--- src/rtl/serial_link_pkg.sv ---
// serial_link_pkg: shared types and constants for the serial copy link.
// Holds the TX/RX state enums, the line-level constants and the frame
// length helper. Optional feature macro: SERIAL_LINK_PARITY_EN (appends an
// even-parity bit to every frame).
package serial_link_pkg;

  // Line level between frames and the level of the start bit.
  localparam logic IDLE_LEVEL  = 1'b0;
  localparam logic START_LEVEL = 1'b1;

`ifdef SERIAL_LINK_PARITY_EN
  localparam int unsigned PARITY_BITS = 1;
`else
  localparam int unsigned PARITY_BITS = 0;
`endif

  typedef enum logic [2:0] {
    TX_IDLE,
    TX_FETCH,
    TX_LOAD,
    TX_SHIFT,
    TX_WAIT_RX
  } tx_state_e;

  typedef enum logic [1:0] {
    RX_HUNT,
    RX_DATA,
    RX_PARITY,
    RX_WRITE
  } rx_state_e;

  // Bits per frame: start bit, data bits, optional parity bit.
  function automatic int unsigned frame_bits(input int unsigned data_width);
    return 1 + data_width + PARITY_BITS;
  endfunction

endpackage

--- src/rtl/serial_frame_rx.sv ---
// serial_frame_rx: deserialiser for one-wire frames (start bit, data LSB
// first, optional even parity). Emits a one-cycle word strobe per frame.
// Optional feature macro: SERIAL_LINK_PARITY_EN.
// Ports:
//   clk, rst    - clock, synchronous active-high reset
//   en          - frames are only hunted for while high
//   rx_line     - serial input, one bit per clock
//   word_valid  - registered strobe, high for one cycle per received word
//   word_data   - received word, held until the next word
//   par_err     - parity mismatch for the word in word_data (parity builds)
module serial_frame_rx
  import serial_link_pkg::*;
#(
  parameter int unsigned DATA_WIDTH = 8
) (
  input  logic                  clk,
  input  logic                  rst,
  input  logic                  en,
  input  logic                  rx_line,
  output logic                  word_valid,
  output logic [DATA_WIDTH-1:0] word_data
`ifdef SERIAL_LINK_PARITY_EN
  ,
  output logic                  par_err
`endif
);

  localparam int unsigned BIT_W = $clog2(DATA_WIDTH);

  rx_state_e             state_q, state_d;
  logic [BIT_W-1:0]      bit_q, bit_d;
  logic [DATA_WIDTH-1:0] sr_q, sr_d;
  logic [DATA_WIDTH-1:0] data_q, data_d;
  logic                  valid_q, valid_d;
  logic                  perr_q, perr_d;

  // Next-state and next-output logic.
  always_comb begin
    state_d = state_q;
    bit_d   = bit_q;
    sr_d    = sr_q;
    data_d  = data_q;
    valid_d = 1'b0;
    perr_d  = perr_q;
    case (state_q)
      RX_HUNT: begin
        if (en && (rx_line == START_LEVEL)) begin
          state_d = RX_DATA;
          bit_d   = '0;
        end
      end
      RX_DATA: begin
        // LSB arrives first, so shift in from the top.
        sr_d = {rx_line, sr_q[DATA_WIDTH-1:1]};
        if (bit_q == BIT_W'(DATA_WIDTH - 1)) begin
`ifdef SERIAL_LINK_PARITY_EN
          state_d = RX_PARITY;
`else
          state_d = RX_WRITE;
          valid_d = 1'b1;
          data_d  = sr_d;
          perr_d  = 1'b0;
`endif
        end else begin
          bit_d = bit_q + BIT_W'(1);
        end
      end
      RX_PARITY: begin
`ifdef SERIAL_LINK_PARITY_EN
        state_d = RX_WRITE;
        valid_d = 1'b1;
        data_d  = sr_q;
        perr_d  = rx_line ^ (^sr_q);
`else
        state_d = RX_HUNT;
`endif
      end
      RX_WRITE: begin
        state_d = RX_HUNT;
      end
      default: state_d = RX_HUNT;
    endcase
  end

  // State and output registers.
  always_ff @(posedge clk) begin
    if (rst) begin
      state_q <= RX_HUNT;
      bit_q   <= '0;
      sr_q    <= '0;
      data_q  <= '0;
      valid_q <= 1'b0;
      perr_q  <= 1'b0;
    end else begin
      state_q <= state_d;
      bit_q   <= bit_d;
      sr_q    <= sr_d;
      data_q  <= data_d;
      valid_q <= valid_d;
      perr_q  <= perr_d;
    end
  end

  assign word_valid = valid_q;
  assign word_data  = data_q;
`ifdef SERIAL_LINK_PARITY_EN
  assign par_err    = perr_q;
`endif

endmodule

--- src/rtl/serial_copy_link.sv ---
// serial_copy_link: copies a ROM window to a RAM window through a one-wire
// serial link (tx_line normally looped back to rx_line).
// Optional feature macro: SERIAL_LINK_PARITY_EN (even parity per frame and
// the sticky parity_err output).
// Ports:
//   clk, rst             - clock, synchronous active-high reset
//   start                - transfer request, sampled only when idle
//   src_base, dst_base   - first ROM / RAM address (latched at start)
//   length               - word count, 0 means 2**ADDR_WIDTH
//   rom_addr, rom_q      - ROM read port, one cycle read latency
//   ram_we/addr/wdata    - RAM write port
//   tx_line, rx_line     - serial out / in
//   busy, done           - transfer in progress / one-cycle completion pulse
//   words_rx             - words written in the current or last transfer
//   parity_err           - sticky parity error (parity builds only)
module serial_copy_link
  import serial_link_pkg::*;
#(
  parameter int unsigned DATA_WIDTH = 8,
  parameter int unsigned ADDR_WIDTH = 4
) (
  input  logic                  clk,
  input  logic                  rst,
  input  logic                  start,
  input  logic [ADDR_WIDTH-1:0] src_base,
  input  logic [ADDR_WIDTH-1:0] dst_base,
  input  logic [ADDR_WIDTH-1:0] length,
  output logic [ADDR_WIDTH-1:0] rom_addr,
  input  logic [DATA_WIDTH-1:0] rom_q,
  output logic                  ram_we,
  output logic [ADDR_WIDTH-1:0] ram_addr,
  output logic [DATA_WIDTH-1:0] ram_wdata,
  output logic                  tx_line,
  input  logic                  rx_line,
  output logic                  busy,
  output logic                  done,
  output logic [ADDR_WIDTH:0]   words_rx
`ifdef SERIAL_LINK_PARITY_EN
  ,
  output logic                  parity_err
`endif
);

  localparam int unsigned FRAME_W = frame_bits(DATA_WIDTH);
  localparam int unsigned BIT_W   = $clog2(FRAME_W);
  localparam int unsigned CNT_W   = ADDR_WIDTH + 1;

  tx_state_e             state_q, state_d;
  logic [FRAME_W-1:0]    tx_sr_q, tx_sr_d;
  logic [BIT_W-1:0]      tx_bit_q, tx_bit_d;
  logic [CNT_W-1:0]      tx_cnt_q, tx_cnt_d;
  logic [CNT_W-1:0]      len_q, len_d;
  logic [ADDR_WIDTH-1:0] rom_addr_q, rom_addr_d;
  logic [ADDR_WIDTH-1:0] ram_addr_q, ram_addr_d;
  logic [CNT_W-1:0]      words_rx_q, words_rx_d;
  logic                  busy_q, busy_d;
  logic                  done_q, done_d;
  logic                  tx_line_q, tx_line_d;

  logic                  accept_c;
  logic [FRAME_W-1:0]    frame_c;
  logic                  rx_valid;
  logic [DATA_WIDTH-1:0] rx_data;

  assign accept_c = (state_q == TX_IDLE) && start;

  // Frame image, bit 0 goes out first.
`ifdef SERIAL_LINK_PARITY_EN
  assign frame_c = {^rom_q, rom_q, START_LEVEL};
`else
  assign frame_c = {rom_q, START_LEVEL};
`endif

  // TX FSM, serialiser and address/word counters.
  always_comb begin
    state_d    = state_q;
    tx_sr_d    = tx_sr_q;
    tx_bit_d   = tx_bit_q;
    tx_cnt_d   = tx_cnt_q;
    len_d      = len_q;
    rom_addr_d = rom_addr_q;
    ram_addr_d = ram_addr_q;
    words_rx_d = words_rx_q;
    busy_d     = busy_q;
    done_d     = 1'b0;
    tx_line_d  = IDLE_LEVEL;

    // Each received word advances the destination pointer and count.
    if (rx_valid) begin
      ram_addr_d = ram_addr_q + ADDR_WIDTH'(1);
      words_rx_d = words_rx_q + CNT_W'(1);
    end

    case (state_q)
      TX_IDLE: begin
        if (accept_c) begin
          state_d    = TX_FETCH;
          // length 0 encodes a full 2**ADDR_WIDTH window.
          len_d      = {(length == '0), length};
          rom_addr_d = src_base;
          ram_addr_d = dst_base;
          words_rx_d = '0;
          tx_cnt_d   = '0;
          busy_d     = 1'b1;
        end
      end
      TX_FETCH: begin
        state_d = TX_LOAD;
      end
      TX_LOAD: begin
        state_d   = TX_SHIFT;
        tx_sr_d   = frame_c;
        tx_bit_d  = '0;
        tx_line_d = START_LEVEL;
      end
      TX_SHIFT: begin
        if (tx_bit_q == BIT_W'(FRAME_W - 1)) begin
          tx_cnt_d = tx_cnt_q + CNT_W'(1);
          if (tx_cnt_d == len_q) begin
            state_d = TX_WAIT_RX;
          end else begin
            state_d    = TX_FETCH;
            rom_addr_d = rom_addr_q + ADDR_WIDTH'(1);
          end
        end else begin
          tx_bit_d  = tx_bit_q + BIT_W'(1);
          tx_sr_d   = tx_sr_q >> 1;
          tx_line_d = tx_sr_q[1];
        end
      end
      TX_WAIT_RX: begin
        if (rx_valid && ((words_rx_q + CNT_W'(1)) == len_q)) begin
          state_d = TX_IDLE;
          busy_d  = 1'b0;
          done_d  = 1'b1;
        end
      end
      default: state_d = TX_IDLE;
    endcase
  end

  // State and output registers.
  always_ff @(posedge clk) begin
    if (rst) begin
      state_q    <= TX_IDLE;
      tx_sr_q    <= '0;
      tx_bit_q   <= '0;
      tx_cnt_q   <= '0;
      len_q      <= '0;
      rom_addr_q <= '0;
      ram_addr_q <= '0;
      words_rx_q <= '0;
      busy_q     <= 1'b0;
      done_q     <= 1'b0;
      tx_line_q  <= IDLE_LEVEL;
    end else begin
      state_q    <= state_d;
      tx_sr_q    <= tx_sr_d;
      tx_bit_q   <= tx_bit_d;
      tx_cnt_q   <= tx_cnt_d;
      len_q      <= len_d;
      rom_addr_q <= rom_addr_d;
      ram_addr_q <= ram_addr_d;
      words_rx_q <= words_rx_d;
      busy_q     <= busy_d;
      done_q     <= done_d;
      tx_line_q  <= tx_line_d;
    end
  end

`ifdef SERIAL_LINK_PARITY_EN
  logic rx_par_err;
  logic parity_err_q;

  // Sticky parity flag, cleared by reset or a new transfer.
  always_ff @(posedge clk) begin
    if (rst) begin
      parity_err_q <= 1'b0;
    end else if (accept_c) begin
      parity_err_q <= 1'b0;
    end else if (rx_valid && rx_par_err) begin
      parity_err_q <= 1'b1;
    end
  end

  assign parity_err = parity_err_q;
`endif

  // RX listens only while a transfer is running.
  serial_frame_rx #(
    .DATA_WIDTH (DATA_WIDTH)
  ) u_rx (
    .clk        (clk),
    .rst        (rst),
    .en         (busy_q),
    .rx_line    (rx_line),
    .word_valid (rx_valid),
    .word_data  (rx_data)
`ifdef SERIAL_LINK_PARITY_EN
    ,
    .par_err    (rx_par_err)
`endif
  );

  assign rom_addr  = rom_addr_q;
  assign ram_we    = rx_valid;
  assign ram_addr  = ram_addr_q;
  assign ram_wdata = rx_data;
  assign tx_line   = tx_line_q;
  assign busy      = busy_q;
  assign done      = done_q;
  assign words_rx  = words_rx_q;

endmodule
--- config.mk ---
export PLATFORM = sky130hd
export DESIGN_NAME = serial_copy_link
export DESIGN_NICKNAME = d
export VERILOG_FILES = /design/src/rtl/serial_link_pkg.sv /design/src/rtl/serial_frame_rx.sv /design/src/rtl/serial_copy_link.sv
export SDC_FILE = /design/constraint.sdc
export NUM_CORES = 1
export LEC_CHECK = 0
export BUFFER_PORTS_ARGS = -buffer_cell sky130_fd_sc_hd__buf_4
export CAP_MARGIN = 15
export CORE_MARGIN = 10
export CORE_UTILIZATION = 50
export CTS_CLUSTER_DIAMETER = 80
export CTS_CLUSTER_SIZE = 10
export DETAILED_ROUTE_END_ITERATION = 8
export PLACE_DENSITY = 0.81
export SLEW_MARGIN = 25
export SYNTH_ARGS = -nofsm -noshare
export SYNTH_HDL_FRONTEND = slang
export SYNTH_SLANG_ARGS = --single-unit
--- constraint.sdc ---
create_clock -name clk -period 2.7 [get_ports clk]
set_input_delay 0.27 -clock clk [delete_from_list [all_inputs] [get_ports clk]]
set_output_delay 0.27 -clock clk [all_outputs]
set_load 0.02 [all_outputs]
==> results.txt <==
----------------------------------------------------
[Synthesis]
  Number of enable-type register cells in the synthesized netlist ... 0
  Post-synthesis area per instance ... 8.63 um2
  Sequential element share of the synthesized area ... 0.438
  Synthesized instance count ... 328
  Total of flip-flops plus latches after synthesis ... 62
  Ys Warns ... 0
  Synthesized cell area ... 2830 um2
  Ys flop type ... sky130_fd_sc_hd__dfxtp_1
  Post-synthesis net count ... 360
  Number of library cell types mapped by synthesis ... 49
  Share of flip-flops with an asynchronous set or reset ... 0

[Place]
  DP Cell Count ... 431
  Half-perimeter wire length after detailed placement ... 4.21 mm
  Number of input and output port buffers inserted ... 48
  Final Wtd Congestion ... 0.835

[Timing]
  Post-route clock skew ... 0.00485 ns
  Slew Viols, Final ... 0
  Min Tclk post-route ... 2.01 ns
  Setup repair after global routing missed its margin ... no
  Final critical-path share of the clock period ... 0.746
  Fmax ... 497 MHz
  TNS Setup ... 0 ns
  Normalized max-slew margin ... 0.549
  Setup violation total in the final timing report ... 0
  Endpoints failing hold ... 0
  Actual slew at the worst max-slew pin ... 0.675 ns

[Floorplanning]
  Floorplan die area ... 9070 um2
  IO Count ... 49
  Vert. Die Dim ... 95.3 um
  Std-Cell Core Area ... 5510 um2
  Number of standard-cell rows in the floorplan ... 27
  Chip width ... 95.3 um
  Initial cell density of the core ... 0.514

[Setup path]
  Critical Path Start Type ... flop
  Largest driver fanout on the critical path ... 6
  Critical-path top delay cell ... sky130_fd_sc_hd__dfxtp_1
  Maximum cell stage delay along the critical path ... 0.38 ns
  Endpoint required time on the critical path ... 2.94 ns
  Endpoint class of the critical path ... flop
  Data arrival time of the worst path ... 2.25 ns
  Class of the most critical setup path ... flop to flop
  CP Cell Sequence ... ha_1 > and2_1 > nor2b_1 > o311a_2 > a31oi_1 > nor2_1 > o32ai_1

[Clock tree]
  Worst-Skew Late Latency ... 0.34 ns
  Num Clock Sinks ... 62
  CTS tree ... built
  Clock-pin slew on the worst setup and hold paths ... 0.07 ns
  Clock root buffer ... sky130_fd_sc_hd__clkbuf_8
  Clock buffer count from CTS ... 9
  Post-cts sizing count ... 0
  # H-tree levels ... 3
  Max Root-Sink Buffers ... 2
  Hold bufs inserted after CTS ... 0
  Setup Fix Bufs, Post-CTS ... 0

[Detailed routing]
  Iteration-0 DRC count of the detailed router ... 122
  Total iterations of the first detailed-routing run ... 5
  Post-detailed-routing wire length ... 5.95 mm
  Detail-routed via count per cell ... 5.41
  Remaining antenna violation count ... 0
  Routed len/inst ... 13.3 um
  Via Count ... 2,415
  Post-route DRC ... 0

[Power and ir drop]
  IR Drop Worst-Case VDD ... 327 uV
  Leakage power ... 1.37 nW
  Power consumption ... 1.97 mW
  Power density relative to cell area ... 581 nW/um2

[Final layout]
  Most frequent standard cell in the layout excluding fill and tap cells ... sky130_fd_sc_hd__dfxtp_1
  Count of filler cells inserted in the layout ... 464
  Antenna diode count ... 0
  Share of the core filled with cells in the final layout ... 0.616
  Final net count ... 402
  Ratio of cells with drive above 1 in the final layout ... 0.201
  Most frequent cells in the layout ... sky130_fd_sc_hd__dfxtp_1, sky130_fd_sc_hd__buf_4, sky130_fd_sc_hd__nand2_1, sky130_fd_sc_hd__nor2_1, sky130_fd_sc_hd__a21oi_1
  Syn-to-layout area delta ... 19.9%
  Finished Layout Cells ... 446

[Global routing]
  Largest net degree at the start of global routing ... 58
  GRT Resource Usage Total ... 0.133
  Vias in the first global route ... 2,166
  Global-route wire length before repair ... 9.69 mm
  Number of antenna violations at the first check in global routing ... 0
  Global-route congestion overflow total ... 0

[Worst hold path]
  Min-Delay Path Class ... input pin to flop

[Job]
  Number of violations of the max-capacitance limit ... 0

[Status]
  Run status ... completed

----------------------------------------------------
==> synthesized netlist by cell type (2+ instances only) <==
| cell type | instances | area (um2) |
|---|---|---|
| sky130_fd_sc_hd__nor3b_1 | 2 | 15.0 |
| sky130_fd_sc_hd__a21oi_1 | 30 | 150 |
| sky130_fd_sc_hd__buf_1 | 2 | 7.51 |
| sky130_fd_sc_hd__ha_1 | 8 | 100 |
| sky130_fd_sc_hd__nand3b_1 | 4 | 30.0 |
| sky130_fd_sc_hd__a211oi_1 | 13 | 97.6 |
| sky130_fd_sc_hd__inv_1 | 3 | 11.3 |
| sky130_fd_sc_hd__dfxtp_1 | 62 | 1240 |
| sky130_fd_sc_hd__nor2b_1 | 3 | 18.8 |
| sky130_fd_sc_hd__nor4_1 | 3 | 18.8 |
| sky130_fd_sc_hd__a21o_1 | 2 | 15.0 |
| sky130_fd_sc_hd__a22oi_1 | 4 | 30.0 |
| sky130_fd_sc_hd__nand3_1 | 13 | 65.1 |
| sky130_fd_sc_hd__mux2i_1 | 11 | 110 |
| sky130_fd_sc_hd__buf_2 | 4 | 20.0 |
| sky130_fd_sc_hd__clkbuf_1 | 12 | 45.0 |
| sky130_fd_sc_hd__nand2b_1 | 2 | 12.5 |
| sky130_fd_sc_hd__xnor2_1 | 10 | 87.6 |
| sky130_fd_sc_hd__xor2_1 | 12 | 105 |
| sky130_fd_sc_hd__a31oi_1 | 2 | 12.5 |
| sky130_fd_sc_hd__nand2_1 | 44 | 165 |
| sky130_fd_sc_hd__nand4_1 | 5 | 31.3 |
| sky130_fd_sc_hd__nor2_1 | 43 | 161 |
| sky130_fd_sc_hd__nor3_1 | 9 | 45.0 |
==> state kept, by name (all words and copies together) (netlist names), 5 cells and up <==
signal	flops
tx_cnt_q	5
words_rx	5
u_rx.sr_q	7
tx_sr_q	8
u_rx.word_data	8
len_q	5
==> worst max-delay path: cells and delay by family, from the launching register on <==
kind,cells,cell delay [ns]
simple gates,3,0.42
fa+ha+maj,1,0.25
flops,1,0.38
compound gates,3,0.86
==> final timing paths <==
check	cells past startpoint	from	to	slack, ns
setup / recovery	7	words_rx[0]$_SDFF_PP0_	state_q[2]$_SDFFE_PP0P_	0.69
hold / removal	3	length[2]	len_q[2]$_SDFFE_PP0P_	0.19
setup reg to reg	7	words_rx[0]$_SDFF_PP0_	state_q[2]$_SDFFE_PP0P_	0.69
hold reg to reg	2	u_rx.word_data[6]$_SDFFE_PP0P_	u_rx.word_data[6]$_SDFFE_PP0P_	0.46
==> stage by stage <==
| stage | setup WS, ns | hold WS [ns] | cell area [um2] |
|---|---|---|---|
| finish | 0.687 | 0.195 | 3390 |
| global route | 0.448 | 0.188 | 3390 |
| CTS | 0.689 | 0.186 | 3390 |
| detailed placement | 0.698 | 0.451 | 3220 |
| global placement | 0.737 | 0.442 | 3220 |
| floorplan | 0.816 | 0.406 | 2830 |
==> routing by layer <==
layer / routed length (um) / vias up / global-route usage
met1: 2720 / 1129 / 0.154
met3: 299 / 9 / 0.0440
met5: 0 / - / 0
li1: - / 1231 / -
met4: 119 / 0 / 0.0711
met2: 2810 / 46 / 0.213
==> logic make-up after synthesis <==
logic type / after synthesis / synth area share
and+or+nand+nor: 140 / 0.234
AOI/OAI and AO/OA: 63 / 0.154
DFF: 62 / 0.438
adders and majority gates: 8 / 0.0354
muxes: 11 / 0.0389
xor gates and xnor gates: 22 / 0.0680
buffers and inverters: 22 / 0.0314
==> layout make-up <==
cell class	count	area [um2]	area share
Clock inverter	3	20.0	0.00590
Clock buffer	12	155	0.0457
Inverter	3	11.3	0.00332
Tap cell	72	90.1	0.0265
Sequential cell	62	1240	0.366
Multi-Input combinational cell	244	1500	0.442
Timing Repair Buffer	50	375	0.111
==> where the power goes <==
group	switching, mW	internal, mW
Sequential	0.0413	0.957
Combinational	0.142	0.114
Clock	0.343	0.376
Total	0.526	1.45
(Power assumes the default switching activity.)
